<file path="src/rtl/mac_seq_ctrl_if.sv">
// ---------------------------------------------------------------------------
// mac_seq_ctrl_if
// Bundles every signal between the MAC sequencer and its neighbours: the
// layer scheduler (START/LEN/BIAS, RESULT handshake), the shared operand RAM
// (RD_*) and the MAC lane (EN_MAC/RST_MAC/BIAS_OUT/A_OUT/B_OUT/MAC_Y).
//
// Modports
//   slave  : the sequencer (mac_seq_ctrl) itself
//   master : the surrounding environment (scheduler, RAM, MAC lane)
//
// Optional build macro: MAC_SEQ_CTRL_SAT_FLAG_EN adds SAT_FLAG.
// ---------------------------------------------------------------------------
interface mac_seq_ctrl_if #(
   parameter int ADDR_W = 4
);
   // scheduler side
   logic              START;
   logic [ADDR_W:0]   LEN;
   logic [7:0]        BIAS;
   logic              BUSY;
   logic [15:0]       RESULT;
   logic              RESULT_VALID;
   logic              RESULT_READY;
`ifdef MAC_SEQ_CTRL_SAT_FLAG_EN
   logic              SAT_FLAG;
`endif
   // operand RAM side
   logic              RD_EN;
   logic [ADDR_W-1:0] RD_ADDR;
   logic [7:0]        RD_A;
   logic [7:0]        RD_B;
   // MAC lane side
   logic              EN_MAC;
   logic              RST_MAC;
   logic [7:0]        BIAS_OUT;
   logic [7:0]        A_OUT;
   logic [7:0]        B_OUT;
   logic [15:0]       MAC_Y;

   modport slave (
      input  START, LEN, BIAS, RESULT_READY, RD_A, RD_B, MAC_Y,
      output BUSY, RESULT, RESULT_VALID, RD_EN, RD_ADDR,
      output EN_MAC, RST_MAC, BIAS_OUT, A_OUT,
`ifdef MAC_SEQ_CTRL_SAT_FLAG_EN
      output SAT_FLAG,
`endif
      output B_OUT
   );

   modport master (
      output START, LEN, BIAS, RESULT_READY, RD_A, RD_B, MAC_Y,
      input  BUSY, RESULT, RESULT_VALID, RD_EN, RD_ADDR,
      input  EN_MAC, RST_MAC, BIAS_OUT, A_OUT,
`ifdef MAC_SEQ_CTRL_SAT_FLAG_EN
      input  SAT_FLAG,
`endif
      input  B_OUT
   );
endinterface

</file>
<file path="src/rtl/mac_seq_ctrl.sv">
// ---------------------------------------------------------------------------
// mac_seq_ctrl
// Sequencer for one 8x8 MAC lane with a saturating 16-bit accumulator. Each
// accepted START runs one biased dot product: one bias-load cycle, then len
// accumulate cycles fed from a 1-cycle-latency operand RAM, then the MAC
// output is captured and offered on a valid/ready result port.
//
// Ports
//   CLKEXT : clock, rising edge
//   RST_N  : synchronous active-low reset
//   bus    : mac_seq_ctrl_if.slave (scheduler, operand RAM and MAC signals)
//
// Parameters
//   VEC_LEN : maximum dot-product length; larger LEN values are clamped
//   ADDR_W  : operand RAM address width (VEC_LEN <= 2**ADDR_W); must match
//             the ADDR_W of the connected interface instance
//
// Optional build macro: MAC_SEQ_CTRL_SAT_FLAG_EN adds SAT_FLAG, set in
// CAPTURE when the MAC output sits at either saturation rail.
//
// Control outputs are registered: they are computed from the next state so
// that during each state they already hold that state's values. A_OUT/B_OUT
// are the only combinational outputs; RAM data arrives one cycle after the
// read strobe and is forwarded straight to the MAC in ACCUM.
// ---------------------------------------------------------------------------
module mac_seq_ctrl #(
   parameter int VEC_LEN = 16,
   parameter int ADDR_W  = 4
) (
   input logic           CLKEXT,
   input logic           RST_N,
   mac_seq_ctrl_if.slave bus
);

   localparam logic [ADDR_W:0] VEC_LEN_C = (ADDR_W+1)'(VEC_LEN);

   typedef enum logic [2:0] {
      S_IDLE,
      S_LOAD,
      S_ACCUM,
      S_CAPTURE,
      S_HOLD
   } state_t;

   state_t            state_q, state_d;
   logic [ADDR_W:0]   len_q, len_d;
   logic [ADDR_W:0]   idx_q, idx_d;
   logic [ADDR_W:0]   idx_nxt;
   logic [7:0]        bias_q, bias_d;
   logic [15:0]       result_q, result_d;

   logic              rd_en_q, rd_en_d;
   logic [ADDR_W-1:0] rd_addr_q, rd_addr_d;
   logic              en_mac_q, en_mac_d;
   logic              rst_mac_q, rst_mac_d;
   logic [7:0]        bias_out_q, bias_out_d;
   logic              busy_q, busy_d;
   logic              valid_q, valid_d;
`ifdef MAC_SEQ_CTRL_SAT_FLAG_EN
   logic              sat_q, sat_d;
`endif

   logic              accept;

   // A new job is taken in IDLE, or in HOLD when the pending result is being
   // handed off in the same cycle (back-to-back operation).
   always_comb begin
      accept = bus.START &&
               ((state_q == S_IDLE) || ((state_q == S_HOLD) && bus.RESULT_READY));
   end

   // -------------------------------------------------------------------------
   // Next-state and datapath-register logic
   // -------------------------------------------------------------------------
   always_comb begin
      // NOTE: every signal assigned here gets a default first, so no path
      // through the case statement can leave a value unassigned (no latches).
      state_d  = state_q;
      len_d    = len_q;
      idx_d    = idx_q;
      bias_d   = bias_q;
      result_d = result_q;
`ifdef MAC_SEQ_CTRL_SAT_FLAG_EN
      sat_d    = sat_q;
`endif

      case (state_q)
         S_IDLE: begin
            state_d = S_IDLE;
         end
         S_LOAD: begin
            idx_d   = '0;
            state_d = (len_q != '0) ? S_ACCUM : S_CAPTURE;
         end
         S_ACCUM: begin
            // idx < len <= VEC_LEN, so idx+1 fits in ADDR_W+1 bits.
            if ((idx_q + 1'b1) >= len_q) begin
               state_d = S_CAPTURE;
            end else begin
               idx_d = idx_q + 1'b1;
            end
         end
         S_CAPTURE: begin
            result_d = bus.MAC_Y;
`ifdef MAC_SEQ_CTRL_SAT_FLAG_EN
            sat_d    = (bus.MAC_Y == 16'h7FFF) || (bus.MAC_Y == 16'h8000);
`endif
            state_d  = S_HOLD;
         end
         S_HOLD: begin
            if (bus.RESULT_READY) begin
               state_d = S_IDLE;
            end
         end
         default: begin
            state_d = S_IDLE;
         end
      endcase

      // Job acceptance overrides the per-state decision above.
      if (accept) begin
         state_d = S_LOAD;
         len_d   = (bus.LEN > VEC_LEN_C) ? VEC_LEN_C : bus.LEN;
         bias_d  = bus.BIAS;
         idx_d   = '0;
`ifdef MAC_SEQ_CTRL_SAT_FLAG_EN
         sat_d   = 1'b0;
`endif
      end
   end

   // -------------------------------------------------------------------------
   // Registered-output decode from the next state
   // -------------------------------------------------------------------------
   always_comb begin
      idx_nxt    = idx_d + 1'b1;
      en_mac_d   = (state_d == S_LOAD) || (state_d == S_ACCUM);
      rst_mac_d  = (state_d == S_LOAD);
      bias_out_d = (state_d == S_LOAD) ? bias_d : 8'h00;
      // LOAD prefetches operand 0; each ACCUM cycle prefetches the next one
      // while one remains, so RD_ADDR never goes past len-1.
      rd_en_d    = ((state_d == S_LOAD) && (len_d != '0)) ||
                   ((state_d == S_ACCUM) && (idx_nxt < len_d));
      rd_addr_d  = ((state_d == S_ACCUM) && rd_en_d) ? idx_nxt[ADDR_W-1:0] : '0;
      busy_d     = (state_d != S_IDLE);
      valid_d    = (state_d == S_HOLD);
   end

   // -------------------------------------------------------------------------
   // State and output registers
   // -------------------------------------------------------------------------
   always_ff @(posedge CLKEXT) begin
      // NOTE: sequential state uses non-blocking assignments only, so every
      // register samples the pre-edge values of the others.
      if (!RST_N) begin
         state_q    <= S_IDLE;
         len_q      <= '0;
         idx_q      <= '0;
         bias_q     <= '0;
         result_q   <= '0;
         rd_en_q    <= 1'b0;
         rd_addr_q  <= '0;
         en_mac_q   <= 1'b0;
         rst_mac_q  <= 1'b0;
         bias_out_q <= '0;
         busy_q     <= 1'b0;
         valid_q    <= 1'b0;
`ifdef MAC_SEQ_CTRL_SAT_FLAG_EN
         sat_q      <= 1'b0;
`endif
      end else begin
         state_q    <= state_d;
         len_q      <= len_d;
         idx_q      <= idx_d;
         bias_q     <= bias_d;
         result_q   <= result_d;
         rd_en_q    <= rd_en_d;
         rd_addr_q  <= rd_addr_d;
         en_mac_q   <= en_mac_d;
         rst_mac_q  <= rst_mac_d;
         bias_out_q <= bias_out_d;
         busy_q     <= busy_d;
         valid_q    <= valid_d;
`ifdef MAC_SEQ_CTRL_SAT_FLAG_EN
         sat_q      <= sat_d;
`endif
      end
   end

   // -------------------------------------------------------------------------
   // Output wiring
   // -------------------------------------------------------------------------
   assign bus.RD_EN        = rd_en_q;
   assign bus.RD_ADDR      = rd_addr_q;
   assign bus.EN_MAC       = en_mac_q;
   assign bus.RST_MAC      = rst_mac_q;
   assign bus.BIAS_OUT     = bias_out_q;
   assign bus.BUSY         = busy_q;
   assign bus.RESULT       = result_q;
   assign bus.RESULT_VALID = valid_q;
   assign bus.A_OUT        = (state_q == S_ACCUM) ? bus.RD_A : 8'h00;
   assign bus.B_OUT        = (state_q == S_ACCUM) ? bus.RD_B : 8'h00;
`ifdef MAC_SEQ_CTRL_SAT_FLAG_EN
   assign bus.SAT_FLAG     = sat_q;
`endif

endmodule

</file>
<file path="src/flat_wrapper.sv">
// flat-port wrapper written by rule: the top's interface ports become plain ports
module mac_seq_ctrl_flat 
#(
   parameter int VEC_LEN = 16,
   parameter int ADDR_W  = 4
)
  (CLKEXT, RST_N, bus_START, bus_LEN, bus_BIAS, bus_RESULT_READY, bus_RD_A, bus_RD_B, bus_MAC_Y, bus_BUSY, bus_RESULT, bus_RESULT_VALID, bus_RD_EN, bus_RD_ADDR, bus_EN_MAC, bus_RST_MAC, bus_BIAS_OUT, bus_A_OUT, bus_B_OUT);
  mac_seq_ctrl_if #(.ADDR_W(ADDR_W)) bus_i ();
  input logic CLKEXT;
  input logic RST_N;
  input wire logic [$bits(bus_i.START)-1:0] bus_START;
  input wire logic [$bits(bus_i.LEN)-1:0] bus_LEN;
  input wire logic [$bits(bus_i.BIAS)-1:0] bus_BIAS;
  input wire logic [$bits(bus_i.RESULT_READY)-1:0] bus_RESULT_READY;
  input wire logic [$bits(bus_i.RD_A)-1:0] bus_RD_A;
  input wire logic [$bits(bus_i.RD_B)-1:0] bus_RD_B;
  input wire logic [$bits(bus_i.MAC_Y)-1:0] bus_MAC_Y;
  output wire logic [$bits(bus_i.BUSY)-1:0] bus_BUSY;
  output wire logic [$bits(bus_i.RESULT)-1:0] bus_RESULT;
  output wire logic [$bits(bus_i.RESULT_VALID)-1:0] bus_RESULT_VALID;
  output wire logic [$bits(bus_i.RD_EN)-1:0] bus_RD_EN;
  output wire logic [$bits(bus_i.RD_ADDR)-1:0] bus_RD_ADDR;
  output wire logic [$bits(bus_i.EN_MAC)-1:0] bus_EN_MAC;
  output wire logic [$bits(bus_i.RST_MAC)-1:0] bus_RST_MAC;
  output wire logic [$bits(bus_i.BIAS_OUT)-1:0] bus_BIAS_OUT;
  output wire logic [$bits(bus_i.A_OUT)-1:0] bus_A_OUT;
  output wire logic [$bits(bus_i.B_OUT)-1:0] bus_B_OUT;
  assign bus_i.START = bus_START;
  assign bus_i.LEN = bus_LEN;
  assign bus_i.BIAS = bus_BIAS;
  assign bus_i.RESULT_READY = bus_RESULT_READY;
  assign bus_i.RD_A = bus_RD_A;
  assign bus_i.RD_B = bus_RD_B;
  assign bus_i.MAC_Y = bus_MAC_Y;
  assign bus_BUSY = bus_i.BUSY;
  assign bus_RESULT = bus_i.RESULT;
  assign bus_RESULT_VALID = bus_i.RESULT_VALID;
  assign bus_RD_EN = bus_i.RD_EN;
  assign bus_RD_ADDR = bus_i.RD_ADDR;
  assign bus_EN_MAC = bus_i.EN_MAC;
  assign bus_RST_MAC = bus_i.RST_MAC;
  assign bus_BIAS_OUT = bus_i.BIAS_OUT;
  assign bus_A_OUT = bus_i.A_OUT;
  assign bus_B_OUT = bus_i.B_OUT;
  mac_seq_ctrl #(.VEC_LEN(VEC_LEN), .ADDR_W(ADDR_W)) u_core (.CLKEXT(CLKEXT), .RST_N(RST_N), .bus(bus_i));
endmodule
</file>
<file path="config.mk">
export PLATFORM = sky130hd
export DESIGN_NAME = mac_seq_ctrl_flat
export DESIGN_NICKNAME = d
export VERILOG_FILES = /design/src/rtl/mac_seq_ctrl_if.sv /design/src/rtl/mac_seq_ctrl.sv /design/src/flat_wrapper.sv
export SDC_FILE = /design/constraint.sdc
export NUM_CORES = 1
export LEC_CHECK = 0
export BUFFER_PORTS_ARGS = -buffer_cell sky130_fd_sc_hd__buf_2
export CORE_MARGIN = 1
export CORE_UTILIZATION = 46
export DETAILED_ROUTE_END_ITERATION = 8
export PLACE_DENSITY_LB_ADDON = 0.12
export SYNTH_ARGS = -nofsm -noshare
export SYNTH_HDL_FRONTEND = slang
export SYNTH_SLANG_ARGS = --single-unit
</file>
<file path="constraint.sdc">
create_clock -name CLKEXT -period 5.1 [get_ports CLKEXT]
set_input_delay 0.51 -clock CLKEXT [delete_from_list [all_inputs] [get_ports CLKEXT]]
set_output_delay 0.51 -clock CLKEXT [all_outputs]
set_load 0.005 [all_outputs]
</file>
# Word level (Yosys, flattened, before mapping)
# Index checks and enable logic that the tools add are counted.
# Widths: inputs -> output; s select.
totals:
  ff_bits: 54
  inputBits: 49
  out_inout_bits: 49
  elab_cells: 51
op_classes:
  eq_ne: 7
  reduce_logical: 14
  add_sub_neg: 2
  mux: 13
  n_lt_le_gt_ge: 3
ops:
  columns: ["operator", "n"]
  rows:
  - ["$mux 8", 3]
  - ["$mux 5", 4]
  - ["$pmux 3 s4", 1]
  - ["$add 5x1->5 const B", 2]
  - ["$pmux 5 s2", 1]
  - ["$reduce_bool 5->1", 2]
  - ["$eq 3x2->1 const B", 3]
  - ["$mux 3", 3]
  - ["$eq 3x1->1 const B", 2]
  - ["$eq 3x3->1 const B", 2]
  - ["$ge 5x5->1", 1]
  - ["$gt 5x5->1 const B", 1]
  - ["$logic_and 1x1->1", 5]
  - ["$lt 5x5->1", 1]
  - ["$reduce_and 2->1", 2]
  - ["$logic_not 3->1", 1]
  - ["$logic_or 1x1->1", 3]
  - ["$reduce_bool 3->1", 1]
  - ["$mux 1", 1]

# Depth between registers and ports, before layout
logic_depth:
  ltp_word: 11
  ltp_mapped: 18
  mapped_depth_nobuf: 18

# Worst setup path after synthesis
# No wires, ideal clock.
synth_timing:
  kind: "register to register"
  startpoint: "register u_core.idx_q[0]"
  endpoint: "register u_core.rd_addr_q[2], in the netlist u_core.bus.RD_ADDR[2]"
  period_less_slack_ns: 3.636
  path_buffers: 0
  path_stages_with_launch: 18
  path_slack_ns: 1.464
  t_arrival_ns: 3.569
  cell_sequence: "dfxtp_1 > ha_1 > xor2_1 > ha_1 > a21o_1 > a31oi_1 > o211ai_1 > mux2i_1 > inv_1 > ha_1 > o2111ai_1 > xnor2_1 > ha_1 > nand2_1 > nor2_1 > a2111oi_0 > o21ai_1 > nor2b_1"
synth_between:
  elab_chain_len: 11
synth_lines:
  columns: ["item", "line_no", "rtl"]
  rows:
  - ["start, declared", "mac_seq_ctrl.sv:47", "logic [ADDR_W:0] idx_q, idx_d;"]
  - ["start signal, assigned", "mac_seq_ctrl.sv:174", "idx_q <= idx_d;"]
  - ["$add 5x1->5", "mac_seq_ctrl.sv:97, mac_seq_ctrl.sv:100", null]
  - ["$ge 5x5->1", "mac_seq_ctrl.sv:97", "if ((idx_q + 1'b1) >= len_q) begin"]
  - ["$mux 5", "mac_seq_ctrl.sv:97", null]
  - ["$pmux 5 s2 *", "mac_seq_ctrl.sv:87", "case (state_q)"]
  - ["$mux 5 *", "mac_seq_ctrl.sv:121", "if (accept) begin"]
  - ["net u_core.idx_d[0]", "mac_seq_ctrl.sv:47", null]
  - ["$add 5x1->5 *", "mac_seq_ctrl.sv:136", "idx_nxt = idx_d + 1'b1;"]
  - ["$lt 5x5->1", "mac_seq_ctrl.sv:143", "((state_d == S_ACCUM) && (idx_nxt < len_d));"]
  - ["$logic_and 1x1->1", "mac_seq_ctrl.sv:143", null]
  - ["$logic_or 1x1->1", "mac_seq_ctrl.sv:142", "rd_en_d = ((state_d == S_LOAD) && (len_d != '0)) ||"]
  - ["$logic_and 1x1->1", "mac_seq_ctrl.sv:144", "rd_addr_d = ((state_d == S_ACCUM) && rd_en_d) ? idx_nxt[ADDR_W-1:0] : '0;"]
  - ["$reduce_and 2->1 (no line)", null, null]
  - ["end signal, assigned", "mac_seq_ctrl.sv:178", "rd_addr_q <= rd_addr_d;"]
  - ["end, declared", "mac_seq_ctrl.sv:53", "logic [ADDR_W-1:0] rd_addr_q, rd_addr_d;"]
# The timed path passes the listed nets; every way through them passes the cells marked *.
# A chain may end at the register's enable or synchronous reset.

# Worst setup path after layout
# Same ends and word-level chain as after synthesis.

==> impl_metrics.yaml <==
global_route:
  antenna_found_initial: 0
  grt-ovfl-total: 0
  grt_max_degree: 39
  grt_pass1_vias: 1750
  grt_pass1_wl_mm: 7.88
  track_usage: 0.201
yosys:
  async_reset_ff_frac: 0
  syn_nets: 321
  avgSynthCellArea_um2: 8.24
  yosys_warnings: 0
  syn_area_um2: 2150
  synth.distinct_cells: 43
  ys_ff_latch: 46
  synthFlopType: "dfxtp_1"
  synthCells: 261
  synth_edf_count: 0
  ys_seq_area_frac: 0.428
routing:
  vias_per_cell: 4.95
  ant_nets: 0
  drt_wl_total_mm: 4.86
  drt-initial-drc-count: 77
  dr.pass1.iters: 4
  drc_errors: 0
  wl_per_cell_um: 12.1
  vias: 1994
critical_path:
  slowest_delay_ns: 0.44
  path_common_cell: "ha_1"
  worstSetupPathType: "reg -> reg"
  critPathCaptureType: "flip-flop"
  crit_chain: "ha_1 > xor2_1 > ha_1 > a21o_1 > a31oi_1 > o211ai_1 > mux2i_1 > inv_1 > ha_1 > o2111ai_1 > xnor2_1 > ha_1 > nand2_1 > nor2_1 > a2111oi_0 > o21ai_1 > nor2b_1"
  cpMaxStageDelayCell: "mux2i_1"
  crit_buf_inv: 1
  path_delay_family: "compound AO/OA/AOI/OAI gates"
  crit_fanout: 5
  required_ns: 5.35
  critPathLaunchType: "flip-flop"
  arrival_ns: 4.39
clock_network:
  hold_buffers: 0
  numCtsBuffers: 5
  postCtsResizedCells: 0
  clk_latency_ns: 0.30
  clk_path_buf_depth: 2
  cts_sinks: 46
  tritoncts: "yes"
  cts_setup_buffers: 0
  ctsHtreeMaxLevel: 2
  root_buffer: "clkbuf_8"
  cts.clk_slew.worst_paths_ns: 0.08
floorplan:
  start_util: 0.487
  dieArea_um2: 4950
  core_area_um2: 4410
  fp.dieW_um: 70.4
  io_pins: 98
  rows: 24
  die_h_um: 70.4
placement:
  dp_cells: 395
  dp_hpwl_mm: 3.63
  portBuffers: 97
  place.gp.congestion: 0.928
final_layout:
  final_nets: 410
  final_cells: 403
  n_antenna_cell: 0
  fillers: 416
  syn2layout_area_growth_pct: 27.9
  layout-drive-gt1-share: 0.311
power_and_ir_drop:
  ir_drop_v: 0.000204
  leakagePower_nw: 1.34
  power_density_nw_per_um2: 375
timing:
  fin_crit_sh: 0.812
  worstMarginPinSlew_ns: 0.938
  setup_viol: 0
  clock_skew_ns: 0.00468
  rsz0062_at_grt: "no"
  final_hold_viol_count: 0
  fin_tns_setup_ns: 0
  slew_headroom: 0.371
  fin_crit_ns: 4.14
  fmax_ghz: 0.241
  fin_hold_ws_ns: 0.417
  final-max-slew-violation-count: 0
worst_hold_path:
  hold_path.class: "in -> reg"
run_status:
  status: "finished clean"
run:
  cap_violations: 0
-- synthesized netlist by cell type, types with 4 or more instances --
master,count,area share
dfxtp_1,46,0.43
nand2_1,45,0.079
a21oi_1,26,0.061
nor2_1,21,0.037
and2_1,17,0.049
nor3_1,12,0.028
ha_1,11,0.064
clkbuf_1,10,0.017
inv_1,10,0.017
nand3_1,6,0.014
and3_1,5,0.015
xnor2_1,5,0.020
nor2b_1,4,0.012
-- routing by layer --
layer	part of all wire	GRT usage	vias up
li1	-	-	1057
met3	0.044	0.0519	8
met5	0	0	-
met1	0.46	0.248	878
met2	0.48	0.337	51
met4	0.017	0.0689	0
-- per-stage QoR --
stage | util | setup WS, ns | cell area (um^2) | power [W]
2_1_floorplan | - | 1.46 | 2150 | 0.000661
3_3_place_gp | 0.598 | 1.15 | 2640 | 0.000770
3_5_place_dp | 0.598 | 0.994 | 2640 | 0.000774
4_1_cts | 0.623 | 0.946 | 2750 | 0.00104
5_1_grt | 0.623 | 0.482 | 2750 | 0.00110
6_report | 0.623 | 0.958 | 2750 | 0.00103
-- cell families after synthesis --
kind of cell | synth area share
adders and majority gates | 0.0640
muxes | 0.00931
DFF | 0.428
xor gates and xnor gates | 0.0285
buffers and inverters | 0.0495
AOI/OAI and AO/OA | 0.150
and+or+nand+nor | 0.270
-- where the power goes --
part | internal [W] | switching, W
sequential | 0.000401 | 0.0000303
combinational | 0.000137 | 0.000196
clock | 0.000146 | 0.000122
total | 0.000684 | 0.000348
-- worst register-to-register path, stage by stage, from the launching register on --
cell	delay, ns
dfxtp_1	0.42
ha_1	0.28
xor2_1	0.18
ha_1	0.26
a21o_1	0.18
a31oi_1	0.29
o211ai_1	0.27
mux2i_1	0.44
inv_1	0.12
ha_1	0.24
o2111ai_1	0.13
xnor2_1	0.17
ha_1	0.29
nand2_1	0.08
nor2_1	0.04
a2111oi_0	0.32
o21ai_1	0.23
nor2b_1	0.14
-- path summary, 6_finish.rpt --
| path | start | endpoint | slack [ns] | cells past startpoint |
|---|---|---|---|---|
| hold reg to reg | u_core.bus.RESULT[12] | u_core.bus.RESULT[12] | 0.45 | 2 |
| hold / removal | bus_BIAS[1] | u_core.bus.BIAS_OUT[1] | 0.42 | 3 |
| setup reg to reg | u_core.idx_q[0] | u_core.bus.RD_ADDR[2] | 0.96 | 17 |
| setup / recovery | u_core.idx_q[0] | u_core.bus.RD_ADDR[2] | 0.96 | 17 |
-- placed cells by master, fill, tap and decap left out, types with 2 or more instances in the layout --
cell      synthesis  routed
mux2i_1           2       2
o21ai_0           3       3
clkbuf_8          0       5
and3_1            5       5
nand2b_1          2       2
o211ai_1          2       2
inv_1            10      10
xnor2_1           5       5
a22oi_1           3       3
buf_2             1      97
a31oi_1           2       2
a21boi_0          2       2
nand3_1           6       6
xor2_1            2       2
dfxtp_1          46      46
and2_1           17      17
nand2_1          45      45
nor3_1           12      11
nor2b_1           4       4
nand4_1           2       2
ha_1             11      11
nor2_1           21      21
a21oi_1          26      26
-- registers in the layout, indices dropped and copies added, names as in the netlist, 3 cells and up --
signal / flops
u_core.bus.BIAS_OUT: 8
u_core.bus.RD_ADDR: 4
u_core.bus.RESULT: 16
u_core.idx_q: 5
u_core.len_q: 5
u_core.state_q: 3
-- area by class of cell --
class                   instances  area [um^2]  area share
clock inverters                 2         37.5      0.0136
inverters                      11         41.3      0.0150
multi-input cells             189         1130       0.410
clock buffers                   6         72.6      0.0264
well taps                      52         65.1      0.0237
flip-flops and latches         46          921       0.335
repair buffers                 97          485       0.177
Power figures use the tool's default switching activity.
